$ cat config.mk
export PLATFORM = sky130hd
export DESIGN_NAME = fft_frame_ctrl
export DESIGN_NICKNAME = d
export VERILOG_FILES = /design/src/rtl/fft_frame_ctrl.sv
export SDC_FILE = /design/constraint.sdc
export NUM_CORES = 1
export LEC_CHECK = 0
export BUFFER_PORTS_ARGS = -buffer_cell sky130_fd_sc_hd__buf_2
export CAP_MARGIN = 20
export CORE_ASPECT_RATIO = 1.5
export CORE_MARGIN = 4
export CORE_UTILIZATION = 27
export CTS_CLUSTER_DIAMETER = 60
export CTS_CLUSTER_SIZE = 28
export DETAILED_ROUTE_END_ITERATION = 8
export MAX_ROUTING_LAYER = met4
export PLACE_DENSITY = 0.59
export SYNTH_ARGS = -nofsm -noshare
export SYNTH_HDL_FRONTEND = slang
export SYNTH_SLANG_ARGS = --single-unit
$ cat constraint.sdc
create_clock -name i_aclk -period 4.2 [get_ports i_aclk]
set_clock_uncertainty 0.05 [all_clocks]
set_input_delay 0.84 -clock i_aclk [delete_from_list [all_inputs] [get_ports i_aclk]]
set_output_delay 0.84 -clock i_aclk [all_outputs]
set_load 0.05 [all_outputs]
$ cat src/rtl/fft_frame_ctrl.sv
// Frame sequencer in front of the streaming FFT: issues a config word, gates FFT_LEN
// samples with a last marker, waits for the FFT to drain and keeps sticky error/status.
module fft_frame_ctrl #(
    parameter int FFT_LEN = 1024,
    parameter int DATA_W  = 16,
    parameter int CFG_W   = 16,
    parameter int TIMEOUT = 8192
) (
    input  logic              i_aclk,
    input  logic              i_areset,
    input  logic              i_start,
    input  logic              i_continuous,
    input  logic              i_abort,
    input  logic [CFG_W-1:0]  i_cfg_word,
    input  logic [DATA_W-1:0] i_adc_data,
    input  logic              i_adc_valid,
    output logic [DATA_W-1:0] o_fft_in_data,
    output logic              o_fft_in_valid,
    output logic              o_fft_in_last,
    input  logic              i_fft_in_ready,
    output logic [CFG_W-1:0]  o_fft_cfg_data,
    output logic              o_fft_cfg_valid,
    input  logic              i_fft_out_valid,
    input  logic              i_fft_out_last,
    input  logic [2:0]        i_fft_alm,
    output logic              o_busy,
    output logic              o_frame_done,
    output logic [15:0]       o_frame_cnt,
    output logic [3:0]        o_err,
    input  logic              i_err_clr
);

    localparam int CNT_W = $clog2(FFT_LEN) + 1;
    localparam int WD_W  = $clog2(TIMEOUT) + 1;
    localparam logic [CNT_W-1:0] LEN_C      = CNT_W'(FFT_LEN);
    localparam logic [CNT_W-1:0] LAST_IDX_C = CNT_W'(FFT_LEN - 1);
    localparam logic [WD_W-1:0]  WD_LAST_C  = WD_W'(TIMEOUT - 1);

    typedef enum logic [2:0] {IDLE, CFG, FILL, DRAIN, DONE} state_t;

    state_t             state_q, state_d;
    logic [CNT_W-1:0]   cnt_q, cnt_d;
    logic [WD_W-1:0]    wd_q, wd_d;
    logic [DATA_W-1:0]  inData_q, inData_d;
    logic               inValid_q, inValid_d;
    logic               inLast_q, inLast_d;
    logic [CFG_W-1:0]   cfgData_q, cfgData_d;
    logic               cfgValid_q, cfgValid_d;
    logic               frameDone_q, frameDone_d;
    logic [15:0]        frameCnt_q, frameCnt_d;
    logic [3:0]         err_q, err_d;
    logic [3:0]         errSet;
    logic               consume;

    always_comb begin
        state_d   = state_q;
        cnt_d     = cnt_q;
        wd_d      = wd_q;
        inData_d  = inData_q;
        inValid_d = inValid_q;
        inLast_d  = inLast_q;
        errSet    = '0;
        consume   = inValid_q && i_fft_in_ready;

        case (state_q)
            IDLE: begin
                if (i_start) state_d = CFG;
            end
            CFG: begin
                cnt_d   = '0;
                state_d = FILL;
            end
            FILL: begin
                if (consume) begin
                    inValid_d = 1'b0;
                    inLast_d  = 1'b0;
                end
                // Once the whole frame is counted in, extra samples are dropped silently.
                if (i_adc_valid && (cnt_q < LEN_C)) begin
                    if (!inValid_q || consume) begin
                        inData_d  = i_adc_data;
                        inValid_d = 1'b1;
                        inLast_d  = (cnt_q == LAST_IDX_C);
                        cnt_d     = cnt_q + CNT_W'(1);
                    end else begin
                        errSet[0] = 1'b1;
                    end
                end
                if (consume && inLast_q) begin
                    state_d = DRAIN;
                    wd_d    = '0;
                end
            end
            DRAIN: begin
                wd_d = wd_q + WD_W'(1);
                if (i_fft_out_valid && i_fft_out_last) begin
                    state_d = DONE;
                end else if (wd_q == WD_LAST_C) begin
                    errSet[1] = 1'b1;
                    state_d   = IDLE;
                end
            end
            DONE: begin
                state_d = i_continuous ? CFG : IDLE;
            end
            default: state_d = IDLE;
        endcase

        if (i_abort && (state_q != IDLE)) begin
            state_d   = IDLE;
            inValid_d = 1'b0;
            inLast_d  = 1'b0;
            errSet[3] = 1'b1;
        end
        if ((i_fft_alm != 3'b000) && (state_q != IDLE)) errSet[2] = 1'b1;

        // Pulsed outputs are registered on entry so they line up with the CFG/DONE cycle.
        cfgValid_d  = (state_d == CFG);
        cfgData_d   = cfgValid_d ? i_cfg_word : cfgData_q;
        frameDone_d = (state_d == DONE);
        frameCnt_d  = frameDone_d ? frameCnt_q + 16'd1 : frameCnt_q;
        err_d       = (i_err_clr ? 4'b0000 : err_q) | errSet;
    end

    always_ff @(posedge i_aclk or posedge i_areset) begin
        if (i_areset) begin
            state_q     <= IDLE;
            cnt_q       <= '0;
            wd_q        <= '0;
            inData_q    <= '0;
            inValid_q   <= 1'b0;
            inLast_q    <= 1'b0;
            cfgData_q   <= '0;
            cfgValid_q  <= 1'b0;
            frameDone_q <= 1'b0;
            frameCnt_q  <= '0;
            err_q       <= '0;
        end else begin
            state_q     <= state_d;
            cnt_q       <= cnt_d;
            wd_q        <= wd_d;
            inData_q    <= inData_d;
            inValid_q   <= inValid_d;
            inLast_q    <= inLast_d;
            cfgData_q   <= cfgData_d;
            cfgValid_q  <= cfgValid_d;
            frameDone_q <= frameDone_d;
            frameCnt_q  <= frameCnt_d;
            err_q       <= err_d;
        end
    end

    assign o_fft_in_data   = inData_q;
    assign o_fft_in_valid  = inValid_q;
    assign o_fft_in_last   = inLast_q;
    assign o_fft_cfg_data  = cfgData_q;
    assign o_fft_cfg_valid = cfgValid_q;
    assign o_busy          = (state_q != IDLE);
    assign o_frame_done    = frameDone_q;
    assign o_frame_cnt     = frameCnt_q;
    assign o_err           = err_q;

endmodule

==> flow_metrics.tcl <==
set metrics [dict create \
    ys_seq_area_frac 0.561 \
    antenna_left 0 \
    cts_root_buffer "clkbuf_16" \
    synth.area.top_cells "dfrtp_1, nand2_1, xnor2_1, mux2_4, o21ai_0" \
    switchingPower_mw 1.45 \
    antenna_found_initial 0 \
    start_util 0.277 \
    place_congestion 0.783 \
    grt_pass1_wl_um 14600 \
    cp_max_fo 17 \
    rr_worst_depth 5 \
    comb_power_share 0.399 \
    crit_path_end_kind "register" \
    vias_per_cell 4.60 \
    drt_iter0_drc 150 \
    htree_levels 3 \
    synthFlopType "dfrtp_1" \
    yosysTopAreaCell "dfrtp_1" \
    hpwl_um 6370 \
    worstSetupStartpointType "register" \
    status "finished clean" \
    r2r-end "o_fft_cfg_data[2]$_DFFE_PP0N_" \
    synth_most_common_cell "dfrtp_1" \
    top_level_ports 102 \
    crit_slowest_cell "or3b_1" \
    dpl_cell_area_sq_mm 0.00441 \
    cts-buffers-inserted 9 \
    crit_type "reg -> reg" \
    p_int_mw 1.86 \
    p_total_mw 3.31 \
    crit_chain "nand3b_2, nand2b_1, o211ai_1, or3b_1, mux2_4" \
    p_leak_nw 2.32 \
    post-route-min-period_ns 2.82 \
    pwr_density_cell_mw_per_mm2 703 \
    maxCapViolCount 0 \
    final-setup-viol-count 0 \
    ys_top_cells_by_count "dfrtp_1, nand2_1, o21ai_0" \
    fillers 1387 \
    grt_max_degree 51 \
    clkTransAtPathRegs_ns 0.06 \
    tritoncts "yes" \
    vias 2873 \
    overflow 0 \
    synth_edf_count 0 \
    syn_inst 356 \
    core_region_area_sq_mm 0.0135 \
    die_w_um 104 \
    post_cts_buffers 0 \
    area_growth_pct 25.7 \
    slowest_delay_ns 0.75 \
    fin_setup_tns_ns 0 \
    track_usage 0.116 \
    reg2reg_slack_ns 1.38 \
    ys_ff_latch 84 \
    cts_hold_buf 0 \
    die_h_um 152 \
    seq_power_share 0.362 \
    fmax_mhz 355 \
    clockPowerShare 0.238 \
    totalWireLength_um 8540 \
    ctsResizeCount 0 \
    dpl_worst_slack_ns 1.16 \
    worstMarginPinSlew_ns 0.920 \
    final-hold-violation-count 0 \
    cp.arrival_ns 2.98 \
    insertion_delay_ns 0.33 \
    hold_path_end "o_fft_in_data[0]$_DFFE_PP0P_" \
    synth.distinct_cells 43 \
    drt_first_pass_iters 4 \
    cts.sink_count 84 \
    fin_nets 505 \
    rows 52 \
    rsz0062_at_grt "false" \
    wire_per_inst_um 13.7 \
    report.final.slew_viol_count 0 \
    ys_warn_count 0 \
    hp-class "reg -> reg" \
    drive_gt1_frac 0.316 \
    grt_pass1_vias 2951 \
    avgSynthCellArea_sq_um 10.5 \
    final.setup.worst_slack_ns 1.38 \
    slew_headroom 0.387 \
    drc 0 \
    synthesis.nets 404 \
    worstHoldStart "o_fft_in_data[0]$_DFFE_PP0P_" \
    postLayoutCellArea_sq_mm 0.00471 \
    post-route-period-util 0.671 \
    die_area_sq_mm 0.0159 \
    synth_top_area_share 0.561 \
    synth-async-reset-ratio 1.00 \
    peakVddDrop_mv 0.234 \
    r2r_start "state_q[0]$_DFF_PP0_" \
    holdPathStages 2 \
    io_buffers 101 \
    cts_buffer_depth 2 \
    syn-cell-area_sq_mm 0.00375 \
    swShare 0.437 \
    crit_required_ns 4.36 \
]
-- area by class of cell --
cell class | instances | area [sq um] | area share
flip-flops and latches | 84 | 2100 | 0.446
multi-input cells | 246 | 1530 | 0.324
repair buffers | 106 | 541 | 0.115
clock buffers | 9 | 225 | 0.0478
well taps | 162 | 203 | 0.0430
clock inverters | 7 | 73.8 | 0.0157
inverters | 10 | 38.8 | 0.00823
diodes | 1 | 2.50 | 0.000531
-- worst max path at each step --
stage                                                 to  slack [ns]  cells past startpoint            startpoint
final                      o_fft_cfg_data[2]$_DFFE_PP0N_        1.38                      5  state_q[0]$_DFF_PP0_
after global routing       o_fft_cfg_data[2]$_DFFE_PP0N_        1.15                      5  state_q[0]$_DFF_PP0_
after CTS                  o_fft_cfg_data[2]$_DFFE_PP0N_        1.37                      5  state_q[0]$_DFF_PP0_
after detailed placement  o_fft_cfg_data[15]$_DFFE_PP0N_        1.16                      7        i_fft_in_ready
after global placement    o_fft_cfg_data[15]$_DFFE_PP0N_        1.24                      7        i_fft_in_ready
after floorplan                     cnt_q[0]$_DFFE_PP0P_        1.14                      1              i_areset
-- cells by family (layout without fill, tap and decap cells) --
family,after synthesis,count (layout),share of synthesized area
simple gates,158,158,0.212
flops,84,84,0.561
compound gates,44,44,0.0674
buf+inv,26,132,0.0337
xor+xnor,24,24,0.0561
mux,17,17,0.0601
fa+ha+maj,3,3,0.0100
other cells,0,1,0
-- per-stage QoR --
| stage | util | instances | hold WS (ns) |
|---|---|---|---|
| final | 0.348 | 625 | 0.421 |
| after floorplan | - | 356 | 0.406 |
| after CTS | 0.348 | 623 | 0.424 |
| after global placement | 0.326 | 607 | 0.403 |
| after detailed placement | 0.326 | 607 | 0.408 |
| after global routing | 0.348 | 624 | 0.438 |
-- layout by cell type (no fill, tap or decap), types with 3 or more instances in the layout --
cell type	instances
a21oi_1	6
and2_1	3
and4_1	3
buf_2	102
buf_4	4
clkbuf_16	9
clkinv_2	3
dfrtp_1	84
ha_1	3
inv_1	9
mux2_2	8
mux2_4	9
nand2_1	72
nand2b_1	5
nand3_1	20
nand4_1	9
nor2_1	14
nor3_1	9
nor3b_1	3
o211ai_1	5
o21ai_0	23
o22ai_1	3
o31ai_1	5
xnor2_1	18
xor2_1	6
-- routing by layer --
metal	global-route usage	wire, um
met1	0.127	3410
met5	-	0
met2	0.202	4570
met3	0.0335	395
met4	0.0387	157
-- state kept, by name (all words and copies together), names as in the netlist --
signal,count
o_fft_in_valid,1
o_fft_cfg_valid,1
o_frame_done,1
cnt_q,11
o_err,4
wd_q,14
state_q,3
o_fft_in_last,1
o_frame_cnt,16
o_fft_cfg_data,16
o_fft_in_data,16
-- worst max-delay path, delay by kind of cell (launching register included) --
family | cells | cell delay (ns)
and+or+nand+nor | 3 | 1.39
DFF | 1 | 0.64
muxes | 1 | 0.44
AOI/OAI and AO/OA | 1 | 0.17
-- power by group through the flow --
stage	Clock (mW)	Combinational, mW	Sequential [mW]
finish	0.790	1.32	1.20
global route	0.857	1.41	1.23
CTS	0.818	1.34	1.20
detailed placement	0	1.34	1.21
global placement	0	1.31	1.21
floorplan	0	0.455	1.79
No activity file was read; power rests on OpenSTA's default activity.
